<file path="src/rtl/regfile_pkg.sv">
// Shared widths and arbiter state encoding for the register-file writeback arbiter.
package regfile_pkg;
    localparam int REG_AW = 5;
    localparam int REG_DW = 32;
    localparam logic [REG_AW-1:0] REG_ZERO = 5'd0;
    localparam int BURST_W = 4;

    typedef enum logic [1:0] {
        IDLE  = 2'd0,
        WRITE = 2'd1,
        GAP   = 2'd2
    } arb_state_e;
endpackage

</file>
<file path="src/rtl/regfile_wb_arbiter_sat_counter.sv">
// Saturating event counter: stops at all-ones instead of wrapping.
module sat_counter #(
    parameter int CNT_W = 16
) (
    input  logic             clk,
    input  logic             rst,
    input  logic             inc,
    input  logic             clear,
    output logic [CNT_W-1:0] count
);
    logic [CNT_W-1:0] count_q;
    logic [CNT_W-1:0] count_d;

    always_comb begin
        count_d = count_q;
        if (clear) begin
            count_d = '0;
        end else if (inc && (count_q != {CNT_W{1'b1}})) begin
            count_d = count_q + 1'b1;
        end
    end

    always_ff @(posedge clk or posedge rst) begin
        if (rst) begin
            count_q <= '0;
        end else begin
            count_q <= count_d;
        end
    end

    assign count = count_q;
endmodule

</file>
<file path="src/rtl/regfile_wb_arbiter.sv">
// Round-robin writeback arbiter (ALU/MEM) for the register file write port, with forced
// read gaps after MAX_BURST writes. Define REGFILE_ARB_BYPASS_EN to enable read bypass outputs.
module regfile_wb_arbiter
    import regfile_pkg::*;
#(
    parameter int MAX_BURST = 4,
    parameter int CNT_W     = 16
) (
    input  logic              Clk,
    input  logic              Reset,
    input  logic              alu_valid,
    input  logic [REG_AW-1:0] alu_addr,
    input  logic [REG_DW-1:0] alu_data,
    output logic              alu_ready,
    input  logic              mem_valid,
    input  logic [REG_AW-1:0] mem_addr,
    input  logic [REG_DW-1:0] mem_data,
    output logic              mem_ready,
    output logic              Write_Reg,
    output logic [REG_AW-1:0] W_Addr,
    output logic [REG_DW-1:0] W_Data,
    input  logic [REG_AW-1:0] R_Addr_A,
    input  logic [REG_AW-1:0] R_Addr_B,
    output logic              fwd_hit_a,
    output logic              fwd_hit_b,
    output logic [REG_DW-1:0] fwd_data_a,
    output logic [REG_DW-1:0] fwd_data_b,
    output logic [CNT_W-1:0]  collide_cnt,
    output logic [CNT_W-1:0]  drop_cnt,
    output logic [1:0]        dbg_state
);
    localparam logic [BURST_W-1:0] BURST_LAST = BURST_W'(MAX_BURST - 1);

    arb_state_e         state_q, state_d;
    logic [BURST_W-1:0] burst_cnt_q, burst_cnt_d;
    logic               rr_ptr_q, rr_ptr_d;
    logic               write_reg_q, write_reg_d;
    logic [REG_AW-1:0]  w_addr_q, w_addr_d;
    logic [REG_DW-1:0]  w_data_q, w_data_d;

    logic              in_arb, both, collide;
    logic              grant_alu, grant_mem, any_grant;
    logic [REG_AW-1:0] win_addr;
    logic [REG_DW-1:0] win_data;
    logic              collide_inc, drop_inc;

    always_ff @(posedge Clk or posedge Reset) begin
        if (Reset) begin
            state_q     <= IDLE;
            burst_cnt_q <= '0;
            rr_ptr_q    <= 1'b0;
            write_reg_q <= 1'b0;
            w_addr_q    <= '0;
            w_data_q    <= '0;
        end else begin
            state_q     <= state_d;
            burst_cnt_q <= burst_cnt_d;
            rr_ptr_q    <= rr_ptr_d;
            write_reg_q <= write_reg_d;
            w_addr_q    <= w_addr_d;
            w_data_q    <= w_data_d;
        end
    end

    // A grant taken in IDLE counts as the first beat of the burst.
    always_comb begin
        state_d     = state_q;
        burst_cnt_d = burst_cnt_q;
        case (state_q)
            IDLE, WRITE: begin
                if (any_grant) begin
                    if (burst_cnt_q == BURST_LAST) begin
                        state_d     = GAP;
                        burst_cnt_d = '0;
                    end else begin
                        state_d     = WRITE;
                        burst_cnt_d = burst_cnt_q + 1'b1;
                    end
                end else begin
                    state_d     = IDLE;
                    burst_cnt_d = '0;
                end
            end
            GAP: begin
                state_d     = IDLE;
                burst_cnt_d = '0;
            end
            default: begin
                state_d     = IDLE;
                burst_cnt_d = '0;
            end
        endcase
    end

    // On an address collision the younger load wins and the ALU result is dropped.
    always_comb begin
        in_arb    = !Reset && (state_q != GAP);
        both      = alu_valid && mem_valid;
        collide   = both && (alu_addr == mem_addr);
        grant_mem = in_arb && mem_valid && (!alu_valid || collide || rr_ptr_q);
        grant_alu = in_arb && alu_valid && (!mem_valid || collide || !rr_ptr_q);
        any_grant = grant_alu || grant_mem;
        win_addr  = grant_mem ? mem_addr : alu_addr;
        win_data  = grant_mem ? mem_data : alu_data;

        rr_ptr_d    = rr_ptr_q ^ (in_arb && both && !collide);
        write_reg_d = any_grant && (win_addr != REG_ZERO);
        w_addr_d    = write_reg_d ? win_addr : w_addr_q;
        w_data_d    = write_reg_d ? win_data : w_data_q;
        collide_inc = in_arb && collide;
        drop_inc    = any_grant && (win_addr == REG_ZERO);
    end

    assign alu_ready = grant_alu;
    assign mem_ready = grant_mem;
    assign Write_Reg = write_reg_q;
    assign W_Addr    = w_addr_q;
    assign W_Data    = w_data_q;
    assign dbg_state = state_q;

    sat_counter #(.CNT_W(CNT_W)) u_collide_cnt (
        .clk   (Clk),
        .rst   (Reset),
        .inc   (collide_inc),
        .clear (1'b0),
        .count (collide_cnt)
    );

    sat_counter #(.CNT_W(CNT_W)) u_drop_cnt (
        .clk   (Clk),
        .rst   (Reset),
        .inc   (drop_inc),
        .clear (1'b0),
        .count (drop_cnt)
    );

`ifdef REGFILE_ARB_BYPASS_EN
    always_comb begin
        fwd_hit_a  = write_reg_q && (w_addr_q != REG_ZERO) && (R_Addr_A == w_addr_q);
        fwd_hit_b  = write_reg_q && (w_addr_q != REG_ZERO) && (R_Addr_B == w_addr_q);
        fwd_data_a = fwd_hit_a ? w_data_q : '0;
        fwd_data_b = fwd_hit_b ? w_data_q : '0;
    end
`else
    logic unused_raddr;
    assign unused_raddr = ^{R_Addr_A, R_Addr_B};
    assign fwd_hit_a  = 1'b0;
    assign fwd_hit_b  = 1'b0;
    assign fwd_data_a = '0;
    assign fwd_data_b = '0;
`endif
endmodule

</file>
<file path="config.mk">
export PLATFORM = sky130hd
export DESIGN_NAME = regfile_wb_arbiter
export DESIGN_NICKNAME = d
export VERILOG_FILES = /design/src/rtl/regfile_pkg.sv /design/src/rtl/regfile_wb_arbiter_sat_counter.sv /design/src/rtl/regfile_wb_arbiter.sv
export SDC_FILE = /design/constraint.sdc
export NUM_CORES = 1
export LEC_CHECK = 0
export ABC_AREA = 1
export BUFFER_PORTS_ARGS = -buffer_cell sky130_fd_sc_hd__buf_2
export CAP_MARGIN = 15
export CELL_PAD_IN_SITES_DETAIL_PLACEMENT = 2
export CELL_PAD_IN_SITES_GLOBAL_PLACEMENT = 2
export CORE_AREA = 2 2 153 155
export CTS_BUF_LIST = sky130_fd_sc_hd__clkbuf_16
export DETAILED_ROUTE_END_ITERATION = 12
export DIE_AREA = 0 0 155 157
export PLACE_DENSITY = 0.71
export SLEW_MARGIN = 20
export SYNTH_ARGS = -nofsm -noshare
export SYNTH_HDL_FRONTEND = slang
export SYNTH_SLANG_ARGS = --single-unit
export TNS_END_PERCENT = 1
</file>
<file path="constraint.sdc">
create_clock -name Clk -period 4.2 [get_ports Clk]
set_input_delay 0.63 -clock Clk [delete_from_list [all_inputs] [get_ports Clk]]
set_output_delay 0.63 -clock Clk [all_outputs]
set_load 0.03 [all_outputs]
</file>
==> summary.md, run 1 <==
| Metric | Value |
|---|---|
| First-pass GRT wire length | `25900 um` |
| Status | `complete, no violations` |
| Final ANT Viol Nets | `0` |
| Pin count of the biggest net entering global routing | `45` |
| # fillers | `2743` |
| Slew Viols, Final | `0` |
| Logic pwr share | `36.1%` |
| Initial antenna violation count | `1` |
| Hold buffers post-CTS | `0` |
| Clk pin slew, worst setup/hold paths | `0.07 ns` |
| IO buf count | `151` |
| Sw frac | `42.5%` |
| Layout cells sized above 1 | `24.9%` |
| Power Internal | `1.61 mW` |
| Pleak | `3.36 nW` |
| CP top delay family | `simple AND/OR/NAND/NOR gates` |
| Vias | `4597` |
| Initial core utilization | `21.8%` |
| Startpoint type of the worst setup path | `register` |
| Worst Skew | `0.0121 ns` |
| Register area share after synthesis | `39.2%` |
| Reg area | `0.00193 sq mm` |
| H-tree levels | `3` |
| Share of the synthesized area in the top cell type | `39.2%` |
| Num rows | `55` |
| DRC viols | `0` |
| Slowest stage delay, CP | `0.50 ns` |
| Number of flops mapped to enable cells by yosys | `0` |
| ANT cells | `0` |
| Final HPWL DP | `11900 um` |
| Final setup viols | `0` |
| Inserted Clock Buffers | `9` |
| CTS sink cnt | `77` |
| Slowest CP cell | `nor2_4` |
| Core Util, Final | `26.4%` |
| Tightest Pin Transition | `0.634 ns` |
| Sequential share of power | `35.4%` |
| Multi-input logic area | `0.00236 sq mm` |
| CTS tree | `yes` |
| Final Worst Setup Slack | `0.934 ns` |
| Critical Path AT | `3.50 ns` |
| Peak VDD IR | `0.173 mV` |
| Tot Pwr | `2.79 mW` |
| Vias per std cell | `4.16` |
| Post-route cell area | `0.00595 sq mm` |
| Post-Route Setup TNS | `0 ns` |
| Worst rel slew slack | `57.6%` |
| Area growth syn-to-layout | `21.1%` |
| Setup bufs post-CTS | `0` |
| # nets final | `906` |
| Top cells by area, synth | `dfrtp_1, nand2_1, buf_4, nand3_1, inv_1` |
| Max FO, Critical Path | `34` |
| Clk pwr share | `28.5%` |
| I/O Pins | `228` |
| Buf/Inv on CP | `2` |
| Width of the die | `155 um` |
| Max-cap violations | `0` |
| Async SR Flop Fraction | `100%` |
| Fmax | `306 MHz` |
| Placed standard-cell area | `0.00566 sq mm` |
| HP Class | `input port to asynchronous set/reset pin` |
| Starting DRC count in detailed routing | `69` |
| Drt pass-1 iters | `4` |
| Final Hold Vio Count | `0` |
| Root Driver | `clkbuf_16` |
| Tcrit/Tclk final | `77.8%` |
| Post-cts resize count | `0` |
| RSZ-0062 raised after global routing | `no` |
| Synth Instances | `672` |
| Core Area | `0.0225 sq mm` |
| Critical Path RT | `4.43 ns` |
| Overflow after GRT | `0` |
| Gr usage total | `13.4%` |
| Cell area after synthesis | `0.00491 sq mm` |
| Top FF cell, synth | `dfrtp_1` |
| Crit path cell chain | `inv_1 -> o21ai_1 -> nor2_2 -> nand2_2 -> buf_4 -> nand2_2 -> nand2_2 -> nand2_1 -> nor2_4 -> nand2_4 -> nand3_1 -> nand2_1` |
| Synth warn | `0` |
| Die area | `0.0243 sq mm` |
| Crit. End Element | `register` |
| Clk Latency, worst-skew pair | `0.34 ns` |
| Minimum clock period | `3.27 ns` |
| Fin Hold WS | `0.390 ns` |
| Critical path class | `register to register` |
| Area leader, netlist | `dfrtp_1` |
| GP Congestion | `0.730` |
| Final cell count without fillers | `1105` |
| #FFs+latches synth | `77` |
| Pwr dens | `469 mW/mm^2` |
| Die Y | `157 um` |
| Placed Cells | `1089` |
| Post-synth cell types | `28` |
| Count leader, synth | `nand2_1` |
| Wire per inst | `14.4 um` |
| CP dominant cell by count | `nand2_2` |
| P_sw | `1.18 mW` |
| Synth Area per Inst | `7.31 sq um` |
| CTS Buffer Depth | `2` |
| Vias in the first global route | `5018` |
| Top cell types by occurrence after synthesis | `nand2_1, dfrtp_1, buf_4, inv_1, nand3_1` |
| Dpl ws | `0.620 ns` |
| WL final | `15900 um` |
## power by group through the flow
stage | clock network (mW) | logic (mW) | registers [mW]
floorplan | 0 | 0.470 | 1.29
global placement | 0 | 1.02 | 0.996
detailed placement | 0 | 1.04 | 1.00
CTS | 0.833 | 1.04 | 0.992
global route | 0.860 | 1.11 | 1.02
finish | 0.794 | 1.01 | 0.988
## tightest hold or removal path: stages
cell      delay, ns
buf_2          0.10
clkinv_2       0.04
buf_4          0.40
## registers in the layout, summed over array words and instances (netlist names)
register / count
rr_ptr_q: 1
W_Addr: 5
dbg_state: 2
burst_cnt_q: 4
u_collide_cnt.count: 16
Write_Reg: 1
W_Data: 32
u_drop_cnt.count: 16
## layout make-up
class / count / area share (%)
Multi-Input combinational cell: 514 / 39.7
Timing Repair Buffer: 157 / 13.5
Tap cell: 285 / 5.99
Clock buffer: 9 / 3.79
Clock inverter: 7 / 1.11
Inverter: 56 / 3.55
Sequential cell: 77 / 32.4
## metal layers
layer / share of wire, % / global-route usage, %
met4: 1.1 / 3.70
met2: 49 / 24.0
met1: 42 / 15.4
met5: 0.069 / 0
met3: 7.6 / 4.24
## kinds of logic after synthesis
kind of cell	share of synthesized area (%)
adder cells (fa/ha/maj)	0.764
AO/OA/AOI/OAI	1.32
XOR/XNOR	3.92
other	0.0763
flip-flops	39.2
buffers and inverters	17.7
AND/OR/NAND/NOR	37.0
## cells in the final DEF, fill, tap and decap left out
cell        netlist  routed
nand2_2           6       6
inv_1            50      50
conb_1            1      66
clkinvlp_4        0       2
xnor2_1           5       5
dfrtp_1          77      77
nor3_1           12      12
buf_4            68       6
or2_2             1       1
a21oi_1           1       1
nor4_1            3       3
nor2_2            2       2
nor2_1           32      32
clkinv_2          0       2
clkinv_1          0       1
nand2_1         269     269
buf_2            11     151
inv_6             0       1
nor2_4            1       1
a31oi_1           1       1
o21ai_1           2       2
nand4_1          23      23
nand3_1          49      49
o21bai_4          1       1
xor2_1           17      17
nand2_4           2       2
clkbuf_16         0       9
nand3_2          13      13
bufinv_16         0       1
ha_1              3       3
o21ai_0           5       5
inv_2             6       6
## path summary, 6_finish.rpt
kind,startpoint,to,slack [ns],cells past startpoint
setup / recovery,dbg_state[1],W_Data[31],0.93,12
hold / removal,Reset,u_drop_cnt.count[7],0.39,3
setup reg to reg,dbg_state[1],W_Data[31],0.93,12
hold reg to reg,burst_cnt_q[0],burst_cnt_q[0],0.46,1
max in group asynchronous,Reset,W_Data[7],2.81,4
min in group Clk,burst_cnt_q[0],burst_cnt_q[0],0.46,1
(Power assumes the default switching activity.)
==> inputs of run 2 (changes only) <==
Clock period 4.2 ns to 2.85 ns, I/O delays scaled along.
==> summary.md, run 2 (same netlist as run 1, synthesis figures left out) <==
| Metric | Value |
|---|---|
| Sw frac | `43.9% (was 42.5%)` |
| Num rows | `55 (unchanged)` |
| Pleak | `3.39 nW (was 3.36 nW)` |
| Max reg flops | `32 (unchanged)` |
| Startpoint type of the worst setup path | `register (unchanged)` |
| Max-cap violations | `0 (unchanged)` |
| Final Hold Vio Count | `0 (unchanged)` |
| CTS tree | `yes (unchanged)` |
| Setup bufs post-CTS | `0 (unchanged)` |
| WL final | `16200 um (was 15900 um)` |
| ANT cells | `0 (unchanged)` |
| Vias | `4666 (was 4597)` |
| H-tree levels | `3 (unchanged)` |
| # nets final | `911 (was 906)` |
| GP Congestion | `0.737 (was 0.730)` |
| I/O Pins | `228 (unchanged)` |
| CTS Buffer Depth | `2 (unchanged)` |
| Drt pass-1 iters | `4 (unchanged)` |
| Clk pwr share | `28.2% (was 28.5%)` |
| Max FO, Critical Path | `9 (was 34)` |
| CTS sink cnt | `77 (unchanged)` |
| Width of the die | `155 um (unchanged)` |
| Clk Latency, worst-skew pair | `0.35 ns (was 0.34 ns)` |
| Sequential share of power | `35.4% (about the same)` |
| Core Area | `0.0225 sq mm (unchanged)` |
| Fmax | `408 MHz` |
| HP Class | `input port to asynchronous set/reset pin (unchanged)` |
| Most frequent cells in the layout | `nand2_1, buf_2, dfrtp_1, conb_1 (was nand2_1, buf_2, dfrtp_1, conb_1, inv_1)` |
| Tcrit/Tclk final | `86.1%` |
| Peak VDD IR | `0.167 mV (was 0.173 mV)` |
| Post-cts resize count | `0 (unchanged)` |
| Area growth syn-to-layout | `22.7% (was 21.1%)` |
| Layout cells sized above 1 | `25.8% (was 24.9%)` |
| Overflow after GRT | `0 (unchanged)` |
| Initial antenna violation count | `2 (was 1)` |
| Worst Skew | `0.00682 ns (was 0.0121 ns)` |
| Pwr dens | `687 mW/mm^2 (was 469 mW/mm^2)` |
| IO buf count | `151 (unchanged)` |
| Die area | `0.0243 sq mm (unchanged)` |
| Die Y | `157 um (unchanged)` |
| Starting DRC count in detailed routing | `80 (was 69)` |
| Logic pwr share | `36.4% (was 36.1%)` |
| Minimum clock period | `2.45 ns` |
| Vias in the first global route | `4936 (was 5018)` |
| Tightest Pin Transition | `0.673 ns (was 0.634 ns)` |
| RSZ-0062 raised after global routing | `no (unchanged)` |
| Critical Path AT | `2.03 ns (was 3.50 ns)` |
| Final ANT Viol Nets | `0 (unchanged)` |
| DRC viols | `0 (unchanged)` |
| Pin count of the biggest net entering global routing | `49 (was 45)` |
| First-pass GRT wire length | `26200 um (was 25900 um)` |
| Vias per std cell | `4.20 (was 4.16)` |
| Hold buffers post-CTS | `0 (unchanged)` |
| Wire per inst | `14.6 um (was 14.4 um)` |
| Most common cell after layout, fill and taps aside | `nand2_1 (unchanged)` |
| Status | `complete, no violations (unchanged)` |
| Worst rel slew slack | `55.1% (was 57.6%)` |
| Initial core utilization | `21.8% (unchanged)` |
| Inserted Clock Buffers | `9 (unchanged)` |
| Post-Route Setup TNS | `0 ns (unchanged)` |
| # fillers | `2720 (was 2743)` |
| Gr usage total | `13.8% (was 13.4%)` |
| Tot Pwr | `4.14 mW (was 2.79 mW)` |
| Critical path class | `register to output pin (was register to register)` |
| Clk pin slew, worst setup/hold paths | `0.07 ns (about the same)` |
| Final HPWL DP | `12400 um (was 11900 um)` |
| Power Internal | `2.32 mW (was 1.61 mW)` |
| Root Driver | `clkbuf_16 (unchanged)` |
| Crit. End Element | `output pin (was register)` |
| Critical Path RT | `2.42 ns (was 4.43 ns)` |
| P_sw | `1.82 mW (was 1.18 mW)` |
| Slew Viols, Final | `0 (unchanged)` |
| Final setup viols | `0 (unchanged)` |
==> run 2: cell count changes in the layout (fill, tap and decap cells not counted), moves of 2 or more <==
cell and delta:
inv_8 +2, inv_6 +2, clkinv_2 -2, buf_12 +2, buf_4 +3
==> run 2: worst max-delay path: stages, from the launching register on <==
cell and delay (ns):
dfrtp_1 0.45, inv_1 0.12, o21ai_4 0.08, nor2_4 0.19, nand2_2 0.21, inv_1 0.35
buf_2 0.27
==> run 2: cell type report <==
cell class | count | area (sq um) | area share (%)
inverter | 56 | 214 | 3.55
clock buffer | 9 | 225 | 3.74
timing repair buffer | 162 | 863 | 14.3
sequential | 77 | 1930 | 32.0
multi-input combinational | 514 | 2380 | 39.5
tap | 285 | 357 | 5.91
clock inverter | 7 | 63.8 | 1.06
==> run 2: layer usage <==
metal	vias to the layer above	routed length, um	track usage (%)
li1	2254	-	-
met2	142	7710	23.2
met1	2253	6960	16.6
met5	-	27	0
met4	4	212	4.37
met3	13	1310	4.63
==> run 2: final timing paths <==
check	endpoint	slack (ns)	from	cells past startpoint
worst max-delay path	mem_ready	0.40	dbg_state[1]	6
worst min-delay path	W_Data[30]	0.24	Reset	3
worst max register to register	W_Data[6]	0.49	dbg_state[1]	11
worst min register to register	W_Data[13]	0.47	W_Data[13]	2
max in group asynchronous	u_drop_cnt.count[8]	1.58	Reset	4
min in group Clk	rr_ptr_q	0.40	alu_valid	3
==> run 2: stage by stage <==
stage	cell area, sq um	hold slack [ns]	setup WS (ns)	cells	utilization [%]
6_report	6030	0.243	0.397	1110	26.8
5_1_grt	6030	0.277	0.205	1110	26.8
4_1_cts	6030	0.255	0.326	1110	26.8
3_5_place_dp	5740	0.461	0.176	1094	25.5
3_3_place_gp	5740	0.448	0.235	1094	25.5
2_1_floorplan	5190	0.433	-0.0828	737	-
==> run 2: power by group through the flow <==
stage | Clock [mW] | Combinational [mW] | Sequential (mW)
detailed placement | 0 | 1.55 | 1.49
finish | 1.17 | 1.51 | 1.47
global placement | 0 | 1.52 | 1.48
floorplan | 0 | 0.698 | 1.90
CTS | 1.22 | 1.55 | 1.47
global route | 1.26 | 1.67 | 1.51
==> inputs of run 3 (changes only) <==
Settings changed: SETUP_SLACK_MARGIN set to 0.5.
==> summary.md, run 3 (same netlist as run 1, synthesis figures left out) <==
| Metric | Value |
|---|---|
| Status | `complete, no violations (unchanged)` |
| Worst Skew | `0.00735 ns (was 0.00682 ns)` |
| Crit path cell chain | `ha_1 -> nand3_1 -> nor3_2 -> nand4_1 -> nor2_1 -> nand3_1 -> nand2_2 -> inv_1 -> buf_4 -> nand4_1 -> nand2_1 (was inv_1 -> o21ai_4 -> nor2_4 -> nand2_2 -> inv_1 -> buf_2)` |
| Hold buffers post-CTS | `0 (unchanged)` |
| GP Congestion | `0.737 (unchanged)` |
| Fin Hold WS | `0.245 ns (was 0.243 ns)` |
| Drt pass-1 iters | `4 (unchanged)` |
| Crit. End Element | `register (was output pin)` |
| Final setup viols | `0 (unchanged)` |
| Startpoint type of the worst setup path | `register (unchanged)` |
| Starting DRC count in detailed routing | `78 (was 80)` |
| Critical Path RT | `3.08 ns (was 2.42 ns)` |
| Clk pin slew, worst setup/hold paths | `0.07 ns (about the same)` |
| Slew Viols, Final | `0 (unchanged)` |
| Max reg flops | `32 (unchanged)` |
| Tot Pwr | `4.16 mW (was 4.14 mW)` |
| H-tree levels | `3 (unchanged)` |
| Vias in the first global route | `4943 (was 4936)` |
| CTS sink cnt | `77 (unchanged)` |
| Critical path class | `register to register (was register to output pin)` |
| Overflow after GRT | `0 (unchanged)` |
| Critical R2R Capture | `u_drop_cnt.count[3] (was W_Data[6])` |
| Slowest stage delay, CP | `0.44 ns (was 0.45 ns)` |
| R2R depth | `11 (unchanged)` |
| Max FO, Critical Path | `10 (was 9)` |
| Most frequent cells in the layout | `nand2_1, buf_2, dfrtp_1, conb_1, nand3_1 (was nand2_1, buf_2, dfrtp_1, conb_1)` |
| Worst rel slew slack | `55.0% (was 55.1%)` |
| Gr usage total | `13.8% (about the same)` |
| Die Y | `157 um (unchanged)` |
| First-pass GRT wire length | `26300 um (was 26200 um)` |
| Critical Path AT | `2.41 ns (was 2.03 ns)` |
| Vias | `4676 (was 4666)` |
| IO buf count | `151 (unchanged)` |
| Inserted Clock Buffers | `9 (unchanged)` |
| Peak VDD IR | `0.168 mV (was 0.167 mV)` |
| # nets final | `915 (was 911)` |
| Num rows | `55 (unchanged)` |
| ANT cells | `0 (unchanged)` |
| Pwr dens | `681 mW/mm^2 (was 687 mW/mm^2)` |
| Initial core utilization | `21.8% (unchanged)` |
| RSZ-0062 raised after global routing | `yes (was no)` |
| Core Area | `0.0225 sq mm (unchanged)` |
| DRC viols | `0 (unchanged)` |
| Post-Route Setup TNS | `0 ns (unchanged)` |
| Placed standard-cell area | `0.00574 sq mm (unchanged)` |
| Critical Path Stages | `11 (was 6)` |
| WL final | `16500 um (was 16200 um)` |
| Buf/Inv on CP | `2 (was 3)` |
| Final HPWL DP | `12400 um (unchanged)` |
| Pleak | `3.39 nW (about the same)` |
| Root Driver | `clkbuf_16 (unchanged)` |
| Final ANT Viol Nets | `0 (unchanged)` |
| Layout cells sized above 1 | `26.4% (was 25.8%)` |
| Tightest Pin Transition | `0.675 ns (was 0.673 ns)` |
| Fmax | `459 MHz (was 408 MHz)` |
| Vias per std cell | `4.20 (about the same)` |
| Max-cap violations | `0 (unchanged)` |
| CTS tree | `yes (unchanged)` |
| Pin count of the biggest net entering global routing | `49 (unchanged)` |
| Slowest CP cell | `dfrtp_1 (unchanged)` |
| # fillers | `2717 (was 2720)` |
| Minimum clock period | `2.18 ns (was 2.45 ns)` |
| Die area | `0.0243 sq mm (unchanged)` |
| Most common cell after layout, fill and taps aside | `nand2_1 (unchanged)` |
| Area growth syn-to-layout | `24.3% (was 22.7%)` |
| Wire per inst | `14.9 um (was 14.6 um)` |
| HP Class | `input port to asynchronous set/reset pin (unchanged)` |
| Width of the die | `155 um (unchanged)` |
| CP top delay family | `simple AND/OR/NAND/NOR gates (was buffers and inverters)` |
| Tcrit/Tclk final | `76.5% (was 86.1%)` |
| I/O Pins | `228 (unchanged)` |
| Reg2reg setup slack | `0.67 ns (was 0.49 ns)` |
| Initial antenna violation count | `2 (unchanged)` |
| CTS Buffer Depth | `2 (unchanged)` |
| Post-route cell area | `0.00611 sq mm (was 0.00603 sq mm)` |
| Final Hold Vio Count | `0 (unchanged)` |
| FF-to-FF Start | `u_drop_cnt.count[0] (was dbg_state[1])` |
| Clk Latency, worst-skew pair | `0.35 ns (about the same)` |
==> run 3: how the worst max path moves through the flow <==
| stage | slack [ns] | from | endpoint |
|---|---|---|---|
| after floorplan | -0.08 | Reset | W_Data[10] |
| after global placement | 0.24 | mem_addr[4] | W_Data[27] |
| after detailed placement | 0.18 | mem_addr[2] | W_Data[6] |
| after CTS | 0.36 | dbg_state[1] | W_Data[6] |
| after global routing | 0.46 | u_drop_cnt.count[0] | u_drop_cnt.count[5] |
| final | 0.67 | u_drop_cnt.count[0] | u_drop_cnt.count[3] |
==> run 3: worst min-delay path: cells and delay by family <==
kind	cells	cell delay (ns)
buffers and inverters	3	0.60
==> run 3: power by group <==
part | total (mW) | switching, mW | internal [mW]
clock network | 1.16 | 0.550 | 0.613
logic | 1.53 | 1.13 | 0.401
registers | 1.46 | 0.147 | 1.32
total | 4.16 | 1.83 | 2.33
==> run 3: final cells by class <==
class / instances / area, sq um / area share [%]
multi-input combinational: 515 / 2430 / 39.7
sequential: 77 / 1930 / 31.6
timing repair buffer: 165 / 886 / 14.5
tap: 285 / 357 / 5.84
clock buffer: 9 / 225 / 3.69
inverter: 56 / 223 / 3.65
clock inverter: 7 / 63.8 / 1.04
==> run 3: per-layer routing <==
metal	GRT usage (%)	vias up	share of wire, %
li1	-	2264	-
met3	4.63	13	7.7
met4	4.37	4	1.3
met5	0	-	0.18
met2	23.3	136	47
met1	16.7	2259	43
==> run 3: timing repair <==
action,CTS,global route
setup endpoints to repair,35,51
pin swaps,0,2
buffers inserted,1,2
resized for setup,1,8
gates cloned,0,1
==> run 3: stage by stage <==
step	utilization, %	std cells	setup WS [ns]
3_5_place_dp	25.5	1094	0.176
2_1_floorplan	-	737	-0.0828
5_1_grt	27.1	1114	0.464
6_report	27.1	1114	0.671
3_3_place_gp	25.5	1094	0.235
4_1_cts	26.8	1111	0.360
